[config.mk]
export PLATFORM = sky130hd
export DESIGN_NAME = cp0_intc
export DESIGN_NICKNAME = d
export VERILOG_FILES = /design/src/rtl/cp0_pkg.sv /design/src/rtl/int_sync_edge.sv /design/src/rtl/cp0_intc.sv
export SDC_FILE = /design/constraint.sdc
export NUM_CORES = 1
export LEC_CHECK = 0
export CORE_ASPECT_RATIO = 0.6
export CORE_UTILIZATION = 38
export DETAILED_ROUTE_END_ITERATION = 8
export PLACE_DENSITY_LB_ADDON = 0.1
export SLEW_MARGIN = 20
export SYNTH_ARGS = -nofsm -noshare
export SYNTH_HDL_FRONTEND = slang
export SYNTH_HIERARCHICAL = 1
export SYNTH_SLANG_ARGS = --single-unit
export TNS_END_PERCENT = 10
[constraint.sdc]
create_clock -name clk -period 2.55 [get_ports clk]
set_input_delay 0.6375 -clock clk [delete_from_list [all_inputs] [get_ports clk]]
set_output_delay 0.6375 -clock clk [all_outputs]
set_load 0.02 [all_outputs]
[src/rtl/cp0_pkg.sv]
// cp0_pkg: shared constants for the coprocessor-0 / interrupt controller.
//   - CP0 register indices as seen in the rd field of mfc0/mtc0
//   - bit positions inside SR and Cause
//   - ExcCode values used by the pipeline
package cp0_pkg;

    localparam logic [4:0] REG_SR    = 5'd12;
    localparam logic [4:0] REG_CAUSE = 5'd13;
    localparam logic [4:0] REG_EPC   = 5'd14;
    localparam logic [4:0] REG_PRID  = 5'd15;

    localparam int IE     = 0;
    localparam int EXL    = 1;
    localparam int EXC_LO = 2;
    localparam int IM_LO  = 10;
    localparam int BD     = 31;

    localparam logic [4:0] EXC_INT  = 5'd0;
    localparam logic [4:0] EXC_ADEL = 5'd4;
    localparam logic [4:0] EXC_ADES = 5'd5;
    localparam logic [4:0] EXC_RI   = 5'd10;
    localparam logic [4:0] EXC_OV   = 5'd12;

endpackage

[src/rtl/int_sync_edge.sv]
// int_sync_edge: one hardware interrupt line.
//   Synchronises the raw line through SYNC_STAGES flops (0 = pass-through),
//   then either presents it as a level request or, with EDGE=1, turns each
//   0->1 transition of the synchronised value into a sticky pending bit that
//   is cleared by clr. A rise and a clear in the same cycle leave the bit set.
// Ports:
//   clk, reset (async, active-low)
//   line  raw device request
//   clr   acknowledge for the pending bit (ignored for level lines)
//   ip    interrupt-pending value feeding Cause.IP
module int_sync_edge #(
    parameter int SYNC_STAGES = 2,
    parameter bit EDGE        = 1'b0
) (
    input  logic clk,
    input  logic reset,
    input  logic line,
    input  logic clr,
    output logic ip
);

    logic synced;

    generate
        if (SYNC_STAGES == 0) begin : g_nosync
            assign synced = line;
        end else begin : g_sync
            logic [SYNC_STAGES-1:0] sync_q;
            always_ff @(posedge clk or negedge reset) begin
                if (!reset) begin
                    sync_q <= '0;
                end else begin
                    sync_q[0] <= line;
                    for (int k = 1; k < SYNC_STAGES; k++) sync_q[k] <= sync_q[k-1];
                end
            end
            assign synced = sync_q[SYNC_STAGES-1];
        end

        if (EDGE) begin : g_edge
            logic prev_q, pend_q;
            always_ff @(posedge clk or negedge reset) begin
                if (!reset) begin
                    prev_q <= 1'b0;
                    pend_q <= 1'b0;
                end else begin
                    prev_q <= synced;
                    // set term is OR'ed last so a simultaneous ack never drops an edge
                    pend_q <= (pend_q & ~clr) | (synced & ~prev_q);
                end
            end
            assign ip = pend_q;
        end else begin : g_level
            logic unused_clr;
            assign unused_clr = clr;
            assign ip         = synced;
        end
    endgenerate

endmodule

[src/rtl/cp0_intc.sv]
// cp0_intc: coprocessor 0 with integrated interrupt controller, beside the M stage.
//   Holds SR, Cause, EPC and PRId, synchronises N_HWINT device lines
//   (level or sticky-edge per EDGE_MASK), arbitrates interrupts over internal
//   exceptions and raises take_exc to flush F..M and redirect to the handler.
// Ports:
//   clk, reset (async, active-low)
//   hw_int    device interrupt requests
//   a_sel     CP0 register index (rd of the M instruction)
//   din, we   mtc0 data / strobe
//   pc_m,bd_m PC of the M instruction and its delay-slot flag
//   exc_code  internal exception code, 0 = none
//   exl_clr   eret in M
//   take_exc  exception/interrupt accepted this cycle
//   epc       EPC contents
//   dout      mfc0 read data (pre-update value)
module cp0_intc
    import cp0_pkg::*;
#(
    parameter int          N_HWINT     = 6,
    parameter logic [5:0]  EDGE_MASK   = 6'b000000,
    parameter int          SYNC_STAGES = 2,
    parameter logic [31:0] PRID        = 32'h0000_4350
) (
    input  logic               clk,
    input  logic               reset,
    input  logic [N_HWINT-1:0] hw_int,
    input  logic [4:0]         a_sel,
    input  logic [31:0]        din,
    input  logic               we,
    input  logic [31:0]        pc_m,
    input  logic               bd_m,
    input  logic [4:0]         exc_code,
    input  logic               exl_clr,
    output logic               take_exc,
    output logic [31:0]        epc,
    output logic [31:0]        dout
);

    logic [N_HWINT-1:0] im_q, ip, clr;
    logic               exl_q, ie_q, bd_q;
    logic [4:0]         code_q;
    logic [31:0]        epc_q;
    logic               int_req, exc_req;
    logic               wr_sr, wr_cause, wr_epc;
    logic [31:0]        pc_adj, sr_val, cause_val;
    logic [1:0]         unused_pc;

    // An accepted exception kills the M instruction, so its mtc0 is dropped.
    assign wr_sr    = we & ~take_exc & (a_sel == REG_SR);
    assign wr_cause = we & ~take_exc & (a_sel == REG_CAUSE);
    assign wr_epc   = we & ~take_exc & (a_sel == REG_EPC);

    genvar i;
    generate
        for (i = 0; i < N_HWINT; i++) begin : g_line
            // W1C only reaches edge lines; level lines follow the device.
            assign clr[i] = wr_cause & din[IM_LO+i] & EDGE_MASK[i];
            int_sync_edge #(
                .SYNC_STAGES(SYNC_STAGES),
                .EDGE       (EDGE_MASK[i])
            ) u_line (
                .clk  (clk),
                .reset(reset),
                .line (hw_int[i]),
                .clr  (clr[i]),
                .ip   (ip[i])
            );
        end
    endgenerate

    assign int_req  = ie_q & ~exl_q & |(ip & im_q);
    assign exc_req  = (exc_code != 5'd0) & ~exl_q;
    assign take_exc = int_req | exc_req;

    // Restart point: a delay-slot instruction restarts at its branch.
    assign pc_adj    = bd_m ? (pc_m - 32'd4) : pc_m;
    assign unused_pc = pc_adj[1:0];

    always_ff @(posedge clk or negedge reset) begin
        if (!reset) begin
            im_q  <= '0;
            ie_q  <= 1'b0;
            exl_q <= 1'b0;
        end else begin
            if (wr_sr) begin
                im_q <= din[IM_LO +: N_HWINT];
                ie_q <= din[IE];
            end
            if (take_exc)     exl_q <= 1'b1;
            else if (exl_clr) exl_q <= 1'b0;
            else if (wr_sr)   exl_q <= din[EXL];
        end
    end

    always_ff @(posedge clk or negedge reset) begin
        if (!reset) begin
            bd_q   <= 1'b0;
            code_q <= EXC_INT;
            epc_q  <= '0;
        end else if (take_exc) begin
            bd_q   <= bd_m;
            code_q <= int_req ? EXC_INT : exc_code;
            epc_q  <= {pc_adj[31:2], 2'b00};
        end else if (wr_epc) begin
            epc_q  <= {din[31:2], 2'b00};
        end
    end

    assign epc = epc_q;

    always_comb begin
        sr_val                     = '0;
        sr_val[IM_LO +: N_HWINT]   = im_q;
        sr_val[EXL]                = exl_q;
        sr_val[IE]                 = ie_q;
        cause_val                  = '0;
        cause_val[BD]              = bd_q;
        cause_val[IM_LO +: N_HWINT] = ip;
        cause_val[EXC_LO +: 5]     = code_q;
        dout                       = '0;
        case (a_sel)
            REG_SR:    dout = sr_val;
            REG_CAUSE: dout = cause_val;
            REG_EPC:   dout = epc_q;
            REG_PRID:  dout = PRID;
            default:   dout = '0;
        endcase
    end

endmodule

==> reports/qor_table.md <==
| Parameter | This run | Unit |
|---|---|---|
| Run status | finished, violations left | - |
| Violated checks | setup timing | - |
| Buffers & Inverters on Critical Path | 1 | - |
| Global-route usage over all layers | 0.263 | - |
| Worst-path cell with the longest stage delay | sky130_fd_sc_hd__or4_4 | - |
| CP endpoint | epc[30] | - |
| Die outline area | 0.00903 | mm^2 |
| Cell area reported after detailed placement | 0.00531 | mm^2 |
| DRT antenna net count | 0 | - |
| 1st-iter DRT viols | 257 | - |
| Residual overflow from global routing | 0 | - |
| Unrepaired setup endpoints after global routing | true | - |
| Number of buffers added to fix hold violations after cts | 0 | - |
| Syn Std Cell Area | 0.00328 | mm^2 |
| Vias/cell | 5.15 | - |
| Ranking of synthesized cells by area | sky130_fd_sc_hd__dfrtp_1 43%, sky130_fd_sc_hd__mux2i_1 15%, sky130_fd_sc_hd__xnor2_1 5.3% | - |
| Number of port buffers | 145 | - |
| Most common library cell in the layout ignoring fill and taps | sky130_fd_sc_hd__clkdlybuf4s50_1 | - |
| Worst-path clk slew | 70 | ps |
| Number of global-route vias before repair | 3,345 | - |
| Reg power frac | 0.348 | - |
| Ant. Diodes | 0 | - |
| Total power divided by cell area | 774 | mW/mm^2 |
| Final net count | 627 | - |
| Multi-input gate area in the final layout | 0.00185 | mm^2 |
| Worst reg2reg endpoint | ie_q | - |
| DR DRC count | 0 | - |
| Largest driver fanout on the critical path | 4 | - |
| Slew @ Worst Pin | 740 | ps |
| Starting density of the core | 0.404 | - |
| Maximum buffer depth of the clock tree | 2 | - |
| Worst Path Class, Setup | in2reg | - |
| Final weighted congestion in routability-driven placement | 0.863 | - |
| Largest delay share family, worst path | simple AND/OR/NAND/NOR gates | - |
| Register-to-register setup slack | 290 | ps |
| Maximum clock skew at final layout | 4.95 | ps |
| Largest stage delay, worst path | 570 | ps |
| Final-report hold violation count | 0 | - |
| Peak supply drop | 0.387 | mV |
| Yosys warning total | 6 | - |
| Number of buffers created by CTS | 5 | - |
| Post-synth cell types | 45 | - |
| Clock H-tree levels | 2 | - |
| Root Buffer Master | sky130_fd_sc_hd__clkbuf_16 | - |
| Number of primary I/O pins | 150 | - |
| Fmax | 385 | MHz |
| Beginning of the worst register-to-register path | im_q[4] | - |
| Area growth, synth to finish | 66.7 | % |
| Pre-CTS setup slack | -638 | ps |
| Combinational fraction of design power | 0.463 | - |
| CORE AREA | 0.00813 | mm^2 |
| Series of cell instances along the critical path | dlygate4sd2_1 > or4_4 > or4_1 > or3_4 > or3_1 > a31oi_1 | - |
| Final Critical Period | 2600 | ps |
| Arrival time reported for the critical path endpoint | 2820 | ps |
| # setup viols final | 2 | - |
| R2r worst-path depth | 9 | - |
| Number of fill cells | 669 | - |
| Seq cells post-synth | 56 | - |
| Cell accounting for the most synthesized area | sky130_fd_sc_hd__dfrtp_1 | - |
| Cell-internal power | 2.65 | mW |
| Data required time at the worst endpoint | 2770 | ps |
| Total count of max-transition violations in the final report | 0 | - |
| Clock power share | 0.190 | - |
| CTS sink count | 56 | - |
| Sequential fraction of the synthesis area | 0.427 | - |
| Total detailed-routing wirelength | 11,400 | um |
| Leading cell types in the layout, fill and taps excluded | 96 x sky130_fd_sc_hd__clkdlybuf4s50_1, 61 x sky130_fd_sc_hd__buf_4, 56 x sky130_fd_sc_hd__dfrtp_1, 48 x sky130_fd_sc_hd__mux2i_1, 28 x sky130_fd_sc_hd__nand2_1 | - |
| Detailed-route via count | 3,348 | - |
| Final setup margin | -47.4 | ps |
| Count of standard-cell rows | 25 | - |
| Fraction of layout cells with a size suffix above 1 | 0.255 | - |
| Clock latency on the worst-skew pair | 300 | ps |
| Area share of the leading cell type in the synthesized netlist | 0.427 | - |
| Crit end category | flop | - |
| Wire length per cell after detailed routing | 17.6 | um |
| Number of antenna violations at the first check in global routing | 0 | - |
| Leakage power summed over all cells | 2.69 | nW |
| Switching share of power | 0.373 | - |
| First-pass iteration count of the detailed router | 4 | - |
| Path category of the worst min-delay check | reg2reg | - |
| Worst slew margin | 0.507 | - |
| Power dissipated by switching net loads | 1.58 | mW |
| Launch point of the worst path | pc_m[15] | - |
| Area occupied by registers | 0.00140 | mm^2 |
| Finished Core Util | 0.673 | - |
| Number of instances in the synthesized netlist | 342 | - |
| CTS tree | built | - |
| Wire length of the first global-routing pass | 17,600 | um |
| Fin area | 0.00547 | mm^2 |
| Stages on the worst setup path | 6 | - |
| Largest net degree at the start of global routing | 57 | - |
| Floorplan die height | 74 | um |
| Post-synthesis area per instance | 9.60 | um^2 |
| Share of the cycle needed by the critical path after routing | 1.02 | - |
| Width of the die | 122 | um |
| Max Cap Viol | 0 | - |
| DP Wirelength | 8530 | um |
| Type of origin of the critical path | input port | - |
## worst min path at each step
stage	startpoint	to	slack (ps)	cells past startpoint
final	g_line[5].u_line/g_sync.sync_q[0]	g_line[5].u_line/g_sync.sync_q[1]	350	0
after global routing	g_line[3].u_line/g_sync.sync_q[0]	g_line[3].u_line/g_sync.sync_q[1]	360	0
after CTS	g_line[5].u_line/g_sync.sync_q[0]	g_line[5].u_line/g_sync.sync_q[1]	350	0
after detailed placement	g_line[3].u_line/g_sync.sync_q[0]	g_line[3].u_line/g_sync.sync_q[1]	340	0
after global placement	g_line[1].u_line/g_sync.sync_q[0]	g_line[1].u_line/g_sync.sync_q[1]	330	0
after floorplan	g_line[0].u_line/g_sync.sync_q[0]	g_line[0].u_line/g_sync.sync_q[1]	330	0
## layer usage
layer	wire length [um]	GRT usage	part of all wire
met5	0	0	0
met4	66	0.0645	0.0058
met3	872	0.0567	0.076
met2	4910	0.389	0.43
met1	5600	0.390	0.49
## cells by family (layout without fill, tap and decap cells)
group / count (synthesis) / count (layout) / share of synthesized area
xor gates and xnor gates: 25 / 25 / 0.0667
and+or+nand+nor: 133 / 133 / 0.214
DFF: 56 / 56 / 0.427
muxes: 55 / 55 / 0.170
AOI/OAI and AO/OA: 44 / 44 / 0.0827
buffers and inverters: 27 / 226 / 0.0343
other: 1 / 2 / 0.00114
adders and majority gates: 1 / 1 / 0.00381
## power by group through the flow
stage                     Clock [mW]  Combinational, mW  Sequential, mW
after floorplan                    0              0.723            1.73
after global placement             0               1.92            1.47
after detailed placement           0               1.95            1.49
after CTS                      0.815               1.96            1.48
after global routing           0.852               2.11            1.52
final                          0.803               1.96            1.47
## sequential cells by signal, indices dropped and copies added, names as in the netlist
signal                       count
ie_q                             1
code_q                           5
exl_q                            1
bd_q                             1
epc                             30
g_line.u_line/g_sync.sync_q     12
im_q                             6
## per-stage QoR
stage	std cells	power [mW]	setup TNS, ps	hold slack [ps]
after floorplan	343	2.45	0	331
after global placement	636	3.39	-22510	333
after detailed placement	636	3.43	-23740	336
after CTS	648	4.25	-119	352
after global routing	650	4.48	-179	361
final	650	4.24	-78.2	352
## area by class of cell
| class | instances | area share |
|---|---|---|
| Clock buffer | 5 | 0.0229 |
| Clock inverter | 3 | 0.00777 |
| Inverter | 5 | 0.00343 |
| Multi-Input combinational cell | 260 | 0.339 |
| Sequential cell | 56 | 0.256 |
| Tap cell | 108 | 0.0247 |
| Timing Repair Buffer | 213 | 0.347 |
## synthesized netlist by cell type (all sizes together)
master and count:
a211oi 3, a21boi 1, a21o 1, a21oi 9, a22o 3, a22oi 4, a31oi 2, a32o 1
a32oi 1, and2 2, and3 18, and3b 2, buf 7, clkbuf 15, conb 1, dfrtp 56
ha 1, inv 5, mux2 7, mux2i 48, nand2 29, nand2b 1, nand3 7, nand3b 3
nand4 3, nor2 29, nor2b 4, nor3 10, nor3b 1, nor4 10, nor4b 1, o21ai 17
o31ai 1, o41ai 1, or2 2, or3 5, or4 6, xnor2 20, xor2 5
## timing repair
item                                    CTS  global route
gates resized for setup                 159             9
cloned                                    1             0
pin swaps                                 8             4
endpoints found under the hold margin     0             0
setup buffers                             3             2
endpoints found under the setup margin   52            25
Power figures use the tool's default switching activity.
